$ cat src/rtl/uriscv_defs_pkg.sv
// Shared encodings for the M-extension issue/retire sequencer.
package uriscv_defs;

  localparam logic [6:0] OPC_OP     = 7'b0110011;
  localparam logic [6:0] F7_MULDIV  = 7'b0000001;

  localparam logic [2:0] F3_MUL     = 3'b000;
  localparam logic [2:0] F3_MULH    = 3'b001;
  localparam logic [2:0] F3_MULHSU  = 3'b010;
  localparam logic [2:0] F3_MULHU   = 3'b011;
  localparam logic [2:0] F3_DIV     = 3'b100;
  localparam logic [2:0] F3_DIVU    = 3'b101;
  localparam logic [2:0] F3_REM     = 3'b110;
  localparam logic [2:0] F3_REMU    = 3'b111;

  typedef enum logic [1:0] {
    ST_IDLE  = 2'd0,
    ST_ISSUE = 2'd1,
    ST_WAIT  = 2'd2,
    ST_WB    = 2'd3
  } md_state_e;

endpackage

$ cat src/rtl/uriscv_muldiv_decode.sv
// Combinational M-op decode: recognises MUL/DIV/REM words and produces the
// unit's one-hot op select plus the destination register. Shared with the
// hazard logic, so it carries no state.
module uriscv_muldiv_decode
  import uriscv_defs::*;
(
  input  logic [31:0] inst,
  output logic        is_m,
  output logic [7:0]  onehot,
  output logic [4:0]  rd
);

  // rs1/rs2 fields are irrelevant here; operands arrive pre-read
  logic unused_fields;
  assign unused_fields = ^inst[24:15];

  assign is_m = (inst[6:0] == OPC_OP) && (inst[31:25] == F7_MULDIV);
  assign rd   = inst[11:7];

  // funct3 -> one-hot {remu,rem,divu,div,mulhu,mulhsu,mulh,mul}
  always_comb begin
    onehot = 8'b0;
    case (inst[14:12])
      F3_MUL:    onehot = 8'b0000_0001;
      F3_MULH:   onehot = 8'b0000_0010;
      F3_MULHSU: onehot = 8'b0000_0100;
      F3_MULHU:  onehot = 8'b0000_1000;
      F3_DIV:    onehot = 8'b0001_0000;
      F3_DIVU:   onehot = 8'b0010_0000;
      F3_REM:    onehot = 8'b0100_0000;
      F3_REMU:   onehot = 8'b1000_0000;
      default:   onehot = 8'b0;
    endcase
  end

endmodule

$ cat src/rtl/uriscv_muldiv_issue.sv
// Issue/retire sequencer wrapped around the M-extension mul/div unit.
//
//   state    | meaning
//   ---------+-----------------------------------------------------------
//   ST_IDLE  | ready for a request; non-M words pulse decode_err_o
//   ST_ISSUE | md_valid_o high, held while the unit stalls
//   ST_WAIT  | waiting for md_ready_i; wait counter guards against hangs
//   ST_WB    | result presented to writeback until wb_ack_i
//
// All outputs are registered. The latched rd lives in pending_rd_o, which is
// zero whenever the sequencer is idle.
module uriscv_muldiv_issue
  import uriscv_defs::*;
#(
  parameter int TIMEOUT_CYCLES = 64,
  parameter int TMO_W          = 7
) (
  input  logic        clk_i,
  input  logic        rst_ni,
  input  logic        req_valid_i,
  input  logic [31:0] req_inst_i,
  input  logic [31:0] req_ra_i,
  input  logic [31:0] req_rb_i,
  output logic        req_accept_o,
  output logic        decode_err_o,
  output logic        md_valid_o,
  output logic [7:0]  md_inst_o,
  output logic [31:0] md_ra_o,
  output logic [31:0] md_rb_o,
  input  logic        md_stall_i,
  input  logic        md_ready_i,
  input  logic [31:0] md_result_i,
  output logic        wb_valid_o,
  output logic [4:0]  wb_rd_o,
  output logic [31:0] wb_value_o,
  input  logic        wb_ack_i,
  output logic        busy_o,
  output logic [4:0]  pending_rd_o,
  output logic        timeout_o
);

  // Last count value before the limit; reaching it ends the wait.
  localparam logic [TMO_W-1:0] TMO_LAST = TMO_W'(TIMEOUT_CYCLES - 1);

  md_state_e        state;
  logic [TMO_W-1:0] wait_cnt;
  logic             dec_is_m;
  logic [7:0]       dec_onehot;
  logic [4:0]       dec_rd;

  uriscv_muldiv_decode u_decode (
    .inst   (req_inst_i),
    .is_m   (dec_is_m),
    .onehot (dec_onehot),
    .rd     (dec_rd)
  );

  // Sequencer FSM with all outputs registered alongside the state.
  always_ff @(posedge clk_i or negedge rst_ni) begin
    if (!rst_ni) begin
      state        <= ST_IDLE;
      wait_cnt     <= '0;
      req_accept_o <= 1'b0;
      decode_err_o <= 1'b0;
      md_valid_o   <= 1'b0;
      md_inst_o    <= '0;
      md_ra_o      <= '0;
      md_rb_o      <= '0;
      wb_valid_o   <= 1'b0;
      wb_rd_o      <= '0;
      wb_value_o   <= '0;
      busy_o       <= 1'b0;
      pending_rd_o <= '0;
      timeout_o    <= 1'b0;
    end else begin
      decode_err_o <= 1'b0;
      case (state)
        ST_IDLE: begin
          req_accept_o <= 1'b1;
          if (req_accept_o && req_valid_i) begin
            if (dec_is_m) begin
              state        <= ST_ISSUE;
              req_accept_o <= 1'b0;
              busy_o       <= 1'b1;
              md_valid_o   <= 1'b1;
              md_inst_o    <= dec_onehot;
              md_ra_o      <= req_ra_i;
              md_rb_o      <= req_rb_i;
              pending_rd_o <= dec_rd;
            end else begin
              decode_err_o <= 1'b1;
            end
          end
        end
        ST_ISSUE: begin
          if (!md_stall_i) begin
            state      <= ST_WAIT;
            md_valid_o <= 1'b0;
            md_inst_o  <= '0;
            wait_cnt   <= '0;
          end
        end
        ST_WAIT: begin
          if (md_ready_i) begin
            wait_cnt <= '0;
            if (pending_rd_o == 5'd0) begin
              // x0 destination: result is dropped, no writeback
              state        <= ST_IDLE;
              busy_o       <= 1'b0;
              req_accept_o <= 1'b1;
            end else begin
              state      <= ST_WB;
              wb_valid_o <= 1'b1;
              wb_rd_o    <= pending_rd_o;
              wb_value_o <= md_result_i;
            end
          end else if (wait_cnt == TMO_LAST) begin
            state        <= ST_IDLE;
            wait_cnt     <= '0;
            timeout_o    <= 1'b1;
            busy_o       <= 1'b0;
            pending_rd_o <= '0;
            req_accept_o <= 1'b1;
          end else begin
            wait_cnt <= wait_cnt + 1'b1;
          end
        end
        ST_WB: begin
          if (wb_ack_i) begin
            state        <= ST_IDLE;
            wb_valid_o   <= 1'b0;
            wb_rd_o      <= '0;
            wb_value_o   <= '0;
            busy_o       <= 1'b0;
            pending_rd_o <= '0;
            req_accept_o <= 1'b1;
          end
        end
        default: state <= ST_IDLE;
      endcase
    end
  end

endmodule

$ cat config.mk
export PLATFORM = sky130hd
export DESIGN_NAME = uriscv_muldiv_issue
export DESIGN_NICKNAME = d
export VERILOG_FILES = /design/src/rtl/uriscv_defs_pkg.sv /design/src/rtl/uriscv_muldiv_decode.sv /design/src/rtl/uriscv_muldiv_issue.sv
export SDC_FILE = /design/constraint.sdc
export NUM_CORES = 1
export LEC_CHECK = 0
export CAP_MARGIN = 10
export CORE_ASPECT_RATIO = 0.7
export CORE_MARGIN = 2
export CORE_UTILIZATION = 40
export CTS_BUF_LIST = sky130_fd_sc_hd__clkbuf_16
export CTS_CLUSTER_DIAMETER = 50
export DETAILED_ROUTE_END_ITERATION = 8
export PLACE_DENSITY = 0.9
export REMOVE_ABC_BUFFERS = 1
export SLEW_MARGIN = 5
export SYNTH_ARGS = -nofsm -noshare
export SYNTH_HDL_FRONTEND = slang
export SYNTH_HIERARCHICAL = 1
export SYNTH_SLANG_ARGS = --single-unit
export TNS_END_PERCENT = 1
$ cat constraint.sdc
create_clock -name clk_i -period 3.43 [get_ports clk_i]
set_input_delay 0.5145 -clock clk_i [delete_from_list [all_inputs] [get_ports clk_i]]
set_output_delay 0.5145 -clock clk_i [all_outputs]
set_load 0.03 [all_outputs]
==> run metrics, run 1 <==
total via count after detailed routing=4015; TritonCTS Buffers=17; vias in the first global route=4162; Slew Viols, Final=0; top fanout value on the critical path=65; via density per instance=5.10; H-tree levels=4; reported max-cap violation count=0; RSZ-0062 raised after global routing=no; global-route wire length before repair=22.1 mm; number of standard cells in the final layout excluding fillers=787; power per standard cell area=606 mW/mm^2; share of layout cells above drive strength 1=7.20%; antenna diode count=0; peak clock frequency supported by timing=381 MHz; CTS tree=yes; number of standard cells after synthesis=370; number of sinks driven by the clock tree=129; effective utilization at floorplan=41.5%; library cells used by synthesis=41; CTS Root Buffer Type=sky130_fd_sc_hd__clkbuf_16; post-route design area=0.00824 mm^2; clock slew seen by the registers of the worst setup and hold paths=0.06 ns; number of post-CTS setup repair buffers=0; Routability Congestion=0.820; # nets final=747; area growth from synthesis to final layout=58.2%; hold slack=0.175 ns; overall power=5.00 mW; worst path bufs/invs=2; Slowest cell on crit path=sky130_fd_sc_hd__or4b_1; I/O Buffers=243; die area=0.0140 mm^2; Initial DRC Count=172; relative slew slack=52.6%; post-DR wirelength/cell=18.0 um; Antenna Violating Nets Remaining=0; arrival time at the worst endpoint=2.91 ns; number of antenna violations at the first check in global routing=0; delay contributed by the slowest stage of the critical path=0.54 ns; total wire length after detailed routing=14.2 mm; final setup violation count=0; Post-Synthesis Cell Area=0.00521 mm^2; Die Ht=99.5 um; worst-path cell chain=clkdlybuf4s50_1 -> or4b_1 -> nor4_2 -> nor3b_2 -> buf_12 -> mux2_1; all-layer global routing usage=20.2%; number of warnings issued by yosys=6; result of the run=completed; cell type group with the largest total delay on the critical path=simple AND/OR/NAND/NOR gates; insertion delay to the later sink of the worst-skew pair=0.41 ns; gr ovfl total=0; hold buffer count at CTS=0; # rows=34; worst setup skew after layout=0.0103 ns; part of the cycle the worst path needs=76.4%; Startpoint Class=input pin; leakage power=3.77 nW; largest vdd supply drop=0.363 mV; Min Clock Period, post-route=2.62 ns; first-pass iteration count of the detailed router=4; Max Buffers Root-to-Sink=2; CTS-repair resized insts=0; synthesized flop and latch total=129; sequential element share of the synthesized area=61.9%; post-placement cell count=755; slew at the pin with the worst max-slew slack=0.710 ns; type of element capturing the critical path=register; Avg Synthesized Cell Area=14.1 um^2; width of the die=140 um; drt drc=0; hold violation count in the final report=0; cell area after placement=0.00767 mm^2; Core ar.=0.0125 mm^2; ports placed on the boundary=254; type of the worst setup path=input pin to register; largest net degree at the start of global routing=130; HPWL reported at the end of detailed placement=10.2 mm; data required time at the worst endpoint=3.72 ns; class of the most critical hold timing path=input pin to async pin
metal layers:
metal,part of all wire (%),GRT usage [%],routed length [um],up-vias
li1,-,-,-,1821
met1,41,25.2,5790,2007
met2,52,34.7,7310,173
met3,6.4,5.15,905,14
met4,1.0,7.07,148,0
met5,0,0,0,-
final cells by class:
| cell class | instances | area, um^2 |
|---|---|---|
| clock buffers | 17 | 425 |
| well taps | 162 | 203 |
| repair buffers | 248 | 2490 |
| inverters | 4 | 15.0 |
| multi-input cells | 212 | 1730 |
| flip-flops and latches | 129 | 3230 |
| fillers | 910 | 4310 |
| clock inverters | 15 | 146 |
flip-flops by register name (all words and copies together) (netlist names):
| name | cells |
|---|---|
| md_valid_o | 1 |
| md_ra_o | 32 |
| wb_value_o | 32 |
| wb_rd_o | 5 |
| md_rb_o | 32 |
| req_accept_o | 1 |
| md_inst_o | 8 |
| pending_rd_o | 5 |
| wb_valid_o | 1 |
| timeout_o | 1 |
| busy_o | 1 |
| state | 2 |
| decode_err_o | 1 |
| wait_cnt | 7 |
cell usage in the layout, fill, tap and decap left out, types with 2 or more instances in the layout:
master / Yosys / routed
sky130_fd_sc_hd__nor3b_1: 5 / 4
sky130_fd_sc_hd__o21ai_2: 3 / 3
sky130_fd_sc_hd__nor2_1: 9 / 9
sky130_fd_sc_hd__inv_1: 4 / 5
sky130_fd_sc_hd__nor3_1: 3 / 3
sky130_fd_sc_hd__clkbuf_16: 0 / 17
sky130_fd_sc_hd__nand3b_1: 2 / 2
sky130_fd_sc_hd__nor3b_2: 1 / 2
sky130_fd_sc_hd__and3b_1: 2 / 2
sky130_fd_sc_hd__inv_6: 0 / 7
sky130_fd_sc_hd__nor4_2: 2 / 2
sky130_fd_sc_hd__mux2_1: 65 / 65
sky130_fd_sc_hd__clkinv_4: 0 / 2
sky130_fd_sc_hd__clkdlybuf4s50_1: 0 / 242
sky130_fd_sc_hd__dfrtp_1: 129 / 129
sky130_fd_sc_hd__nand3_1: 5 / 5
sky130_fd_sc_hd__buf_4: 6 / 4
sky130_fd_sc_hd__nor2b_1: 3 / 3
sky130_fd_sc_hd__nand2_1: 28 / 28
sky130_fd_sc_hd__inv_8: 0 / 2
sky130_fd_sc_hd__buf_12: 2 / 2
sky130_fd_sc_hd__o21ai_1: 7 / 7
sky130_fd_sc_hd__o21ai_0: 7 / 7
sky130_fd_sc_hd__a21o_1: 6 / 6
sky130_fd_sc_hd__a31oi_1: 2 / 2
sky130_fd_sc_hd__o21a_1: 2 / 2
sky130_fd_sc_hd__a22o_1: 42 / 42
sky130_fd_sc_hd__nand2b_1: 2 / 2
path summary, 6_finish.rpt:
check / start / end / slack (ns) / depth (start not counted)
max: req_inst_i[3] / md_ra_o[30] / 0.81 / 6
min: rst_ni / md_ra_o[8] / 0.17 / 2
max reg2reg: state[0] / md_ra_o[30] / 1.20 / 5
min reg2reg: timeout_o / timeout_o / 0.47 / 1
max in group asynchronous: rst_ni / wb_rd_o[1] / 2.68 / 2
min in group clk_i: timeout_o / timeout_o / 0.47 / 1
cells in the mapped netlist (all sizes together):
cell type	count	area (um^2)
dfrtp	129	3230
mux2	65	732
a22o	42	368
nand2	28	105
buf	24	246
o21ai	17	96.3
nor2	9	33.8
a21o	6	45.0
nand3	6	35.0
nor3b	6	50.1
inv	4	15.0
nor2b	3	18.8
nor3	3	15.0
a21oi	2	10.0
a31oi	2	12.5
and3b	2	17.5
nand2b	2	12.5
nand3b	2	15.0
nor4	2	25.0
o21a	2	15.0
a211o	1	8.76
a311oi	1	8.76
and2	1	6.26
and3	1	6.26
clkbuf	1	3.75
ha	1	12.5
nand4	1	6.26
nand4b	1	8.76
nand4bb	1	11.3
o22a	1	8.76
o31ai	1	7.51
or4	1	7.51
or4b	1	10.0
xnor2	1	8.76
logic make-up (layout without fill, tap and decap cells):
family	Yosys count	in the layout	share of synthesized area, %
DFF	129	129	61.9
and+or+nand+nor	70	70	7.37
buffers and inverters	29	284	5.09
AOI/OAI and AO/OA	75	75	11.1
adders and majority gates	1	1	0.240
xor gates and xnor gates	1	1	0.168
muxes	65	65	14.0
power by group:
part | switching, mW | internal, mW
logic | 0.742 | 0.629
registers | 0.152 | 1.72
clock network | 0.729 | 1.02
total | 1.62 | 3.37
stage by stage:
stage          setup TNS [ns]  worst slack (ns)  util [%]
2_1_floorplan         -278.49             -3.92         -
3_3_place_gp                0             0.442      61.1
3_5_place_dp                0             0.395      61.1
4_1_cts                     0             0.828      65.7
5_1_grt                     0             0.670      65.7
6_report                    0             0.808      65.7
(Power assumes the default switching activity.)
==> inputs of run 2 (changes only) <==
- clock period: 3.43 -> 2.6 ns (I/O delays scaled with it)
==> run metrics, run 2 (synthesis gave the netlist of run 1 again) <==
effective utilization at floorplan=41.5% (unchanged); most used cells in the layout excluding fill and tap cells=sky130_fd_sc_hd__clkdlybuf4s50_1 (242), sky130_fd_sc_hd__dfrtp_1 (129), sky130_fd_sc_hd__mux2_1 (65); arrival time at the worst endpoint=2.71 ns (-0.20 ns); I/O Buffers=243 (unchanged); share of layout cells above drive strength 1=8.24% (+1.0 points); HPWL reported at the end of detailed placement=10.8 mm (+6.2%); part of the cycle the worst path needs=93.7%; Core ar.=0.0125 mm^2 (unchanged); Fill cells=919 (+0.99%); final setup violation count=0 (unchanged); commonest non-fill, non-tap cell in the layout=sky130_fd_sc_hd__clkdlybuf4s50_1; total via count after detailed routing=4025 (+0.25%); CTS tree=yes; class of the most critical hold timing path=input pin to async pin; hold violation count in the final report=0 (unchanged); area growth from synthesis to final layout=59.7%; CTS Root Buffer Type=sky130_fd_sc_hd__clkbuf_16; worst setup skew after layout=0.00929 ns (-0.00104 ns); post-DR wirelength/cell=18.2 um (+1.2%); all-layer global routing usage=20.7% (+0.48 points); number of sinks driven by the clock tree=129 (unchanged); H-tree levels=4 (unchanged); type of the worst setup path=input pin to register; # rows=34 (unchanged); vias in the first global route=4348 (+4.5%); Startpoint Class=input pin; type of element capturing the critical path=register; Max Buffers Root-to-Sink=2 (unchanged); Initial DRC Count=137 (-20%); antenna diode count=0 (unchanged); peak clock frequency supported by timing=410 MHz; total wire length after detailed routing=14.4 mm (+2.0%); global-route wire length before repair=22.6 mm (+2.5%); number of standard cells in the final layout excluding fillers=793 (+0.76%); Slew Viols, Final=0 (unchanged); reported max-cap violation count=0 (unchanged); met3 track utilization from global routing=6.55% (+1.4 points); number of antenna violations at the first check in global routing=0 (unchanged); Routability Congestion=0.822 (+0.34%); first-pass iteration count of the detailed router=4 (unchanged); Antenna Violating Nets Remaining=0 (unchanged); relative slew slack=64.7% (+12 points); overall power=6.64 mW (+33%); via density per instance=5.08 (-0.51%); insertion delay to the later sink of the worst-skew pair=0.40 ns (about the same); gr busiest metal=met2; clock slew seen by the registers of the worst setup and hold paths=0.06 ns (about the same); leakage power=3.80 nW (+0.81%); final core utilization=66.3% (+0.61 points); die area=0.0140 mm^2 (unchanged); Die Ht=99.5 um (unchanged); gr ovfl total=0 (unchanged); global routing usage on met2=37.0% (+2.3 points); width of the die=140 um (unchanged); RSZ-0062 raised after global routing=no; biggest registers after layout=md_ra_o (32), md_rb_o (32), wb_value_o (32); drt drc=0 (unchanged); power per standard cell area=798 mW/mm^2 (+32%); met1 capacity usage during global routing=24.2% (-1.1 points); data required time at the worst endpoint=2.87 ns (-0.85 ns); largest vdd supply drop=0.453 mV (+25%); largest net degree at the start of global routing=68 (-48%); result of the run=completed; slew at the pin with the worst max-slew slack=0.525 ns (-0.186 ns); # nets final=754 (+0.94%); Min Clock Period, post-route=2.44 ns; post-placement cell count=761 (+0.79%); TritonCTS Buffers=17 (unchanged); top fanout value on the critical path=28 (-57%); ports placed on the boundary=254 (unchanged)
-- run 2: cell count changes in the layout (fill, tap and decap cells not counted), moves of 2 or more --
cell	before	now
sky130_fd_sc_hd__buf_4	4	9
sky130_fd_sc_hd__clkinvlp_4	1	4
sky130_fd_sc_hd__inv_6	7	4
sky130_fd_sc_hd__clkinv_2	0	2
-- run 2: worst paths after layout --
check	start	to	slack (ns)	depth (start not counted)
min in group clk_i	timeout_o	timeout_o	0.46	1
worst min-delay path	rst_ni	md_ra_o[15]	0.44	2
max in group asynchronous	rst_ni	wb_value_o[30]	1.33	3
worst min register to register	timeout_o	timeout_o	0.46	1
worst max-delay path	req_inst_i[3]	md_ra_o[17]	0.16	7
worst max register to register	state[0]	md_ra_o[17]	0.36	6
-- run 2: critical path, cell delays in order --
cell                              delay, ns
sky130_fd_sc_hd__clkdlybuf4s50_1       0.40
sky130_fd_sc_hd__or4b_1                0.54
sky130_fd_sc_hd__nor4_2                0.29
sky130_fd_sc_hd__nor3b_2               0.31
sky130_fd_sc_hd__buf_4                 0.22
sky130_fd_sc_hd__buf_12                0.20
sky130_fd_sc_hd__mux2_1                0.35
-- run 2: area by class of cell --
cell class | count | area (um^2) | area share, %
clock inverters | 14 | 155 | 1.86
inverters | 4 | 15.0 | 0.180
flip-flops and latches | 129 | 3230 | 38.8
repair buffers | 255 | 2560 | 30.8
multi-input cells | 212 | 1730 | 20.8
clock buffers | 17 | 425 | 5.11
well taps | 162 | 203 | 2.44
-- run 2: where the power goes --
part           switching, mW  internal [mW]
combinational          0.987          0.831
sequential             0.204           2.28
clock                  0.917           1.42
total                   2.11           4.53
-- run 2: per-layer routing --
| metal | wire [um] | vias to the layer above |
|---|---|---|
| li1 | - | 1832 |
| met1 | 5850 | 2019 |
| met2 | 7420 | 155 |
| met3 | 968 | 19 |
| met4 | 196 | 0 |
| met5 | 0 | - |
-- run 2: through the flow --
step,hold slack [ns],TNS (ns),area [um^2],setup WS [ns]
after global routing,0.445,0,8320,0.0247
after CTS,0.428,0,8320,0.133
after global placement,0.309,-13.99,7730,-0.222
after floorplan,0.0944,-329.29,4960,-4.63
final,0.443,0,8320,0.164
after detailed placement,0.315,-17.95,7730,-0.290
-- run 2: repair_timing --
item                                   in CTS  in global routing
setup buffers                               0                  0
gates resized for setup                     0                  0
endpoints found under the hold margin      22                  0
hold buffers                                1                  0
==> inputs of run 3 (changes only) <==
- CORE_MARGIN: 2 -> unset
==> run metrics, run 3 (synthesis gave the netlist of run 1 again) <==
cell area after placement=0.00776 mm^2 (+0.39%); share of layout cells above drive strength 1=8.65% (+0.41 points); Die Ht=97.5 um (-2.0%); Sequential Power Share=37.7% (+0.3 points); H-tree levels=4 (unchanged); part of the cycle the worst path needs=91.3% (-2.4 points); critical hold path startpoint=timeout_o; type of element capturing the critical path=register; Min Clock Period, post-route=2.37 ns (-0.0633 ns); biggest registers after layout=md_ra_o (32), md_rb_o (32), wb_value_o (32); clock group share of total power=34.2% (-1.1 points); data required time at the worst endpoint=2.87 ns (about the same); largest net degree at the start of global routing=65 (-4.4%); footprint of the multi-input gates=0.00173 mm^2 (unchanged); worst-path cell chain=clkdlybuf4s50_1 -> or4b_1 -> nor4_2 -> nor3b_2 -> buf_4 -> buf_12 -> mux2_1; final setup violation count=0 (unchanged); effective utilization at floorplan=41.5% (unchanged); TritonCTS Buffers=17 (unchanged); Startpoint Class=input pin; class of the most critical hold timing path=register to register; number of antenna violations at the first check in global routing=0 (unchanged); CTS Root Buffer Type=sky130_fd_sc_hd__clkbuf_16; peak clock frequency supported by timing=421 MHz (+2.7%); worst r2r path cells=4 (-2); reg2reg setup slack=0.54 ns (+0.18 ns); number of sinks driven by the clock tree=129 (unchanged); Core ar.=0.0125 mm^2 (unchanged); CTS-repair resized insts=0 (unchanged); I/O Buffers=243 (unchanged); power per standard cell area=781 mW/mm^2 (-2.1%); number of standard cells in the final layout excluding fillers=798 (+0.63%); hold buffer count at CTS=1 (unchanged); commonest non-fill, non-tap cell in the layout=sky130_fd_sc_hd__clkdlybuf4s50_1; clock slew seen by the registers of the worst setup and hold paths=0.06 ns (about the same); Max Buffers Root-to-Sink=2 (unchanged); result of the run=finished, violations left; failing checks=DRC; Slew Viols, Final=0 (unchanged); slew at the pin with the worst max-slew slack=0.752 ns (+0.228 ns); # nets final=758 (+0.53%); Crit Reg-Reg Startpoint=pending_rd_o[0]; # rows=34 (unchanged); first-pass iteration count of the detailed router=8 (+4); Routability Congestion=0.786 (-4.5%); Fill cells=919 (unchanged); post-placement cell count=765 (+0.53%); leakage power=3.82 nW (+0.45%); hold slack=0.463 ns (+0.0204 ns); Antenna Violating Nets Remaining=0 (unchanged); post-route worst setup slack=0.227 ns (+0.0633 ns); drt drc=34 (+34); worst min-delay path endpoint=timeout_o; hold violation count in the final report=0 (unchanged); cell count of the worst hold path=1; Initial DRC Count=151 (+10%); reported max-cap violation count=0 (unchanged); most used cells in the layout excluding fill and tap cells=sky130_fd_sc_hd__clkdlybuf4s50_1 (242), sky130_fd_sc_hd__dfrtp_1 (129), sky130_fd_sc_hd__mux2_1 (65); sequential cell area in the final layout=0.00323 mm^2 (unchanged); post-DR wirelength/cell=17.2 um (-5.3%); area growth from synthesis to final layout=59.9%; insertion delay to the later sink of the worst-skew pair=0.40 ns (about the same); antenna diode count=0 (unchanged); ports placed on the boundary=254 (unchanged); Slowest cell on crit path=sky130_fd_sc_hd__or4b_1; type of the worst setup path=input pin to register; total via count after detailed routing=3980 (-1.1%); largest vdd supply drop=0.479 mV (+5.9%); width of the die=138 um (-1.4%); gr ovfl total=0 (unchanged); die area=0.0135 mm^2 (-3.4%); post-route design area=0.00833 mm^2 (+0.12%); net switching component of the power=2.07 mW (-1.9%); number of post-CTS setup repair buffers=0 (unchanged); HPWL reported at the end of detailed placement=10.4 mm (-4.0%); vias in the first global route=4234 (-2.6%); Place WS=-0.191 ns (+0.0988 ns); top fanout value on the critical path=22 (-21%); via density per instance=4.99 (-1.7%); CTS tree=yes; total internal power=4.44 mW (-2.0%); arrival time at the worst endpoint=2.64 ns (-0.07 ns); all-layer global routing usage=21.4% (+0.65 points); total wire length after detailed routing=13.8 mm (-4.7%); relative slew slack=49.8% (-15 points); CP startpoint=req_inst_i[3]; global-route wire length before repair=22.3 mm (-1.6%); fraction of power spent switching nets=31.8% (about the same); worst setup skew after layout=0.0115 ns (+0.00219 ns); RSZ-0062 raised after global routing=no; part of the power in combinational logic=28.0% (+0.6 points); Crit Reg-Reg Endpoint=wb_value_o[25]; delay contributed by the slowest stage of the critical path=0.53 ns (about the same)
[run 3: worst max-delay path by stage]
stage	cells past startpoint	end
after global routing	8	md_inst_o[5]
after detailed placement	7	md_ra_o[24]
after floorplan	4	pending_rd_o[0]
final	7	md_rb_o[13]
after global placement	7	md_ra_o[29]
after CTS	7	md_rb_o[13]
[run 3: area by class of cell]
class                   instances  area share (%)
multi-input cells             212            20.8
well taps                     162            2.43
clock inverters                15            1.62
clock buffers                  17            5.11
repair buffers                259            31.1
flip-flops and latches        129            38.8
inverters                       4           0.180
[run 3: per-layer routing]
| metal | wire length (um) | track usage [%] | share of wire, % | vias up |
|---|---|---|---|---|
| li1 | - | - | - | 1844 |
| met1 | 5710 | 25.5 | 42 | 1979 |
| met2 | 7050 | 37.2 | 51 | 141 |
| met3 | 856 | 6.80 | 6.2 | 16 |
| met4 | 133 | 5.96 | 0.97 | 0 |
| met5 | 0 | 0 | 0 | - |
[run 3: power by group through the flow]
stage / Combinational [mW] / Sequential, mW / Clock (mW)
final: 1.82 / 2.46 / 2.23
after global routing: 1.94 / 2.50 / 2.38
after CTS: 1.84 / 2.46 / 2.28
after detailed placement: 1.83 / 2.49 / 0
after global placement: 1.79 / 2.47 / 0
after floorplan: 0.480 / 2.94 / 0
[run 3: per-stage QoR]
stage	utilization [%]	setup TNS [ns]	power (mW)
after global placement	61.8	-6.34	4.26
after floorplan	-	-329.29	3.42
final	66.4	0	6.50
after CTS	66.4	0	6.58
after detailed placement	61.8	-11.36	4.31
after global routing	66.4	0	6.82
[run 3: worst max-delay path, delay by kind of cell]
kind | cells | cell delay (ns)
simple gates | 3 | 1.06
mux | 1 | 0.36
buf+inv | 3 | 0.81
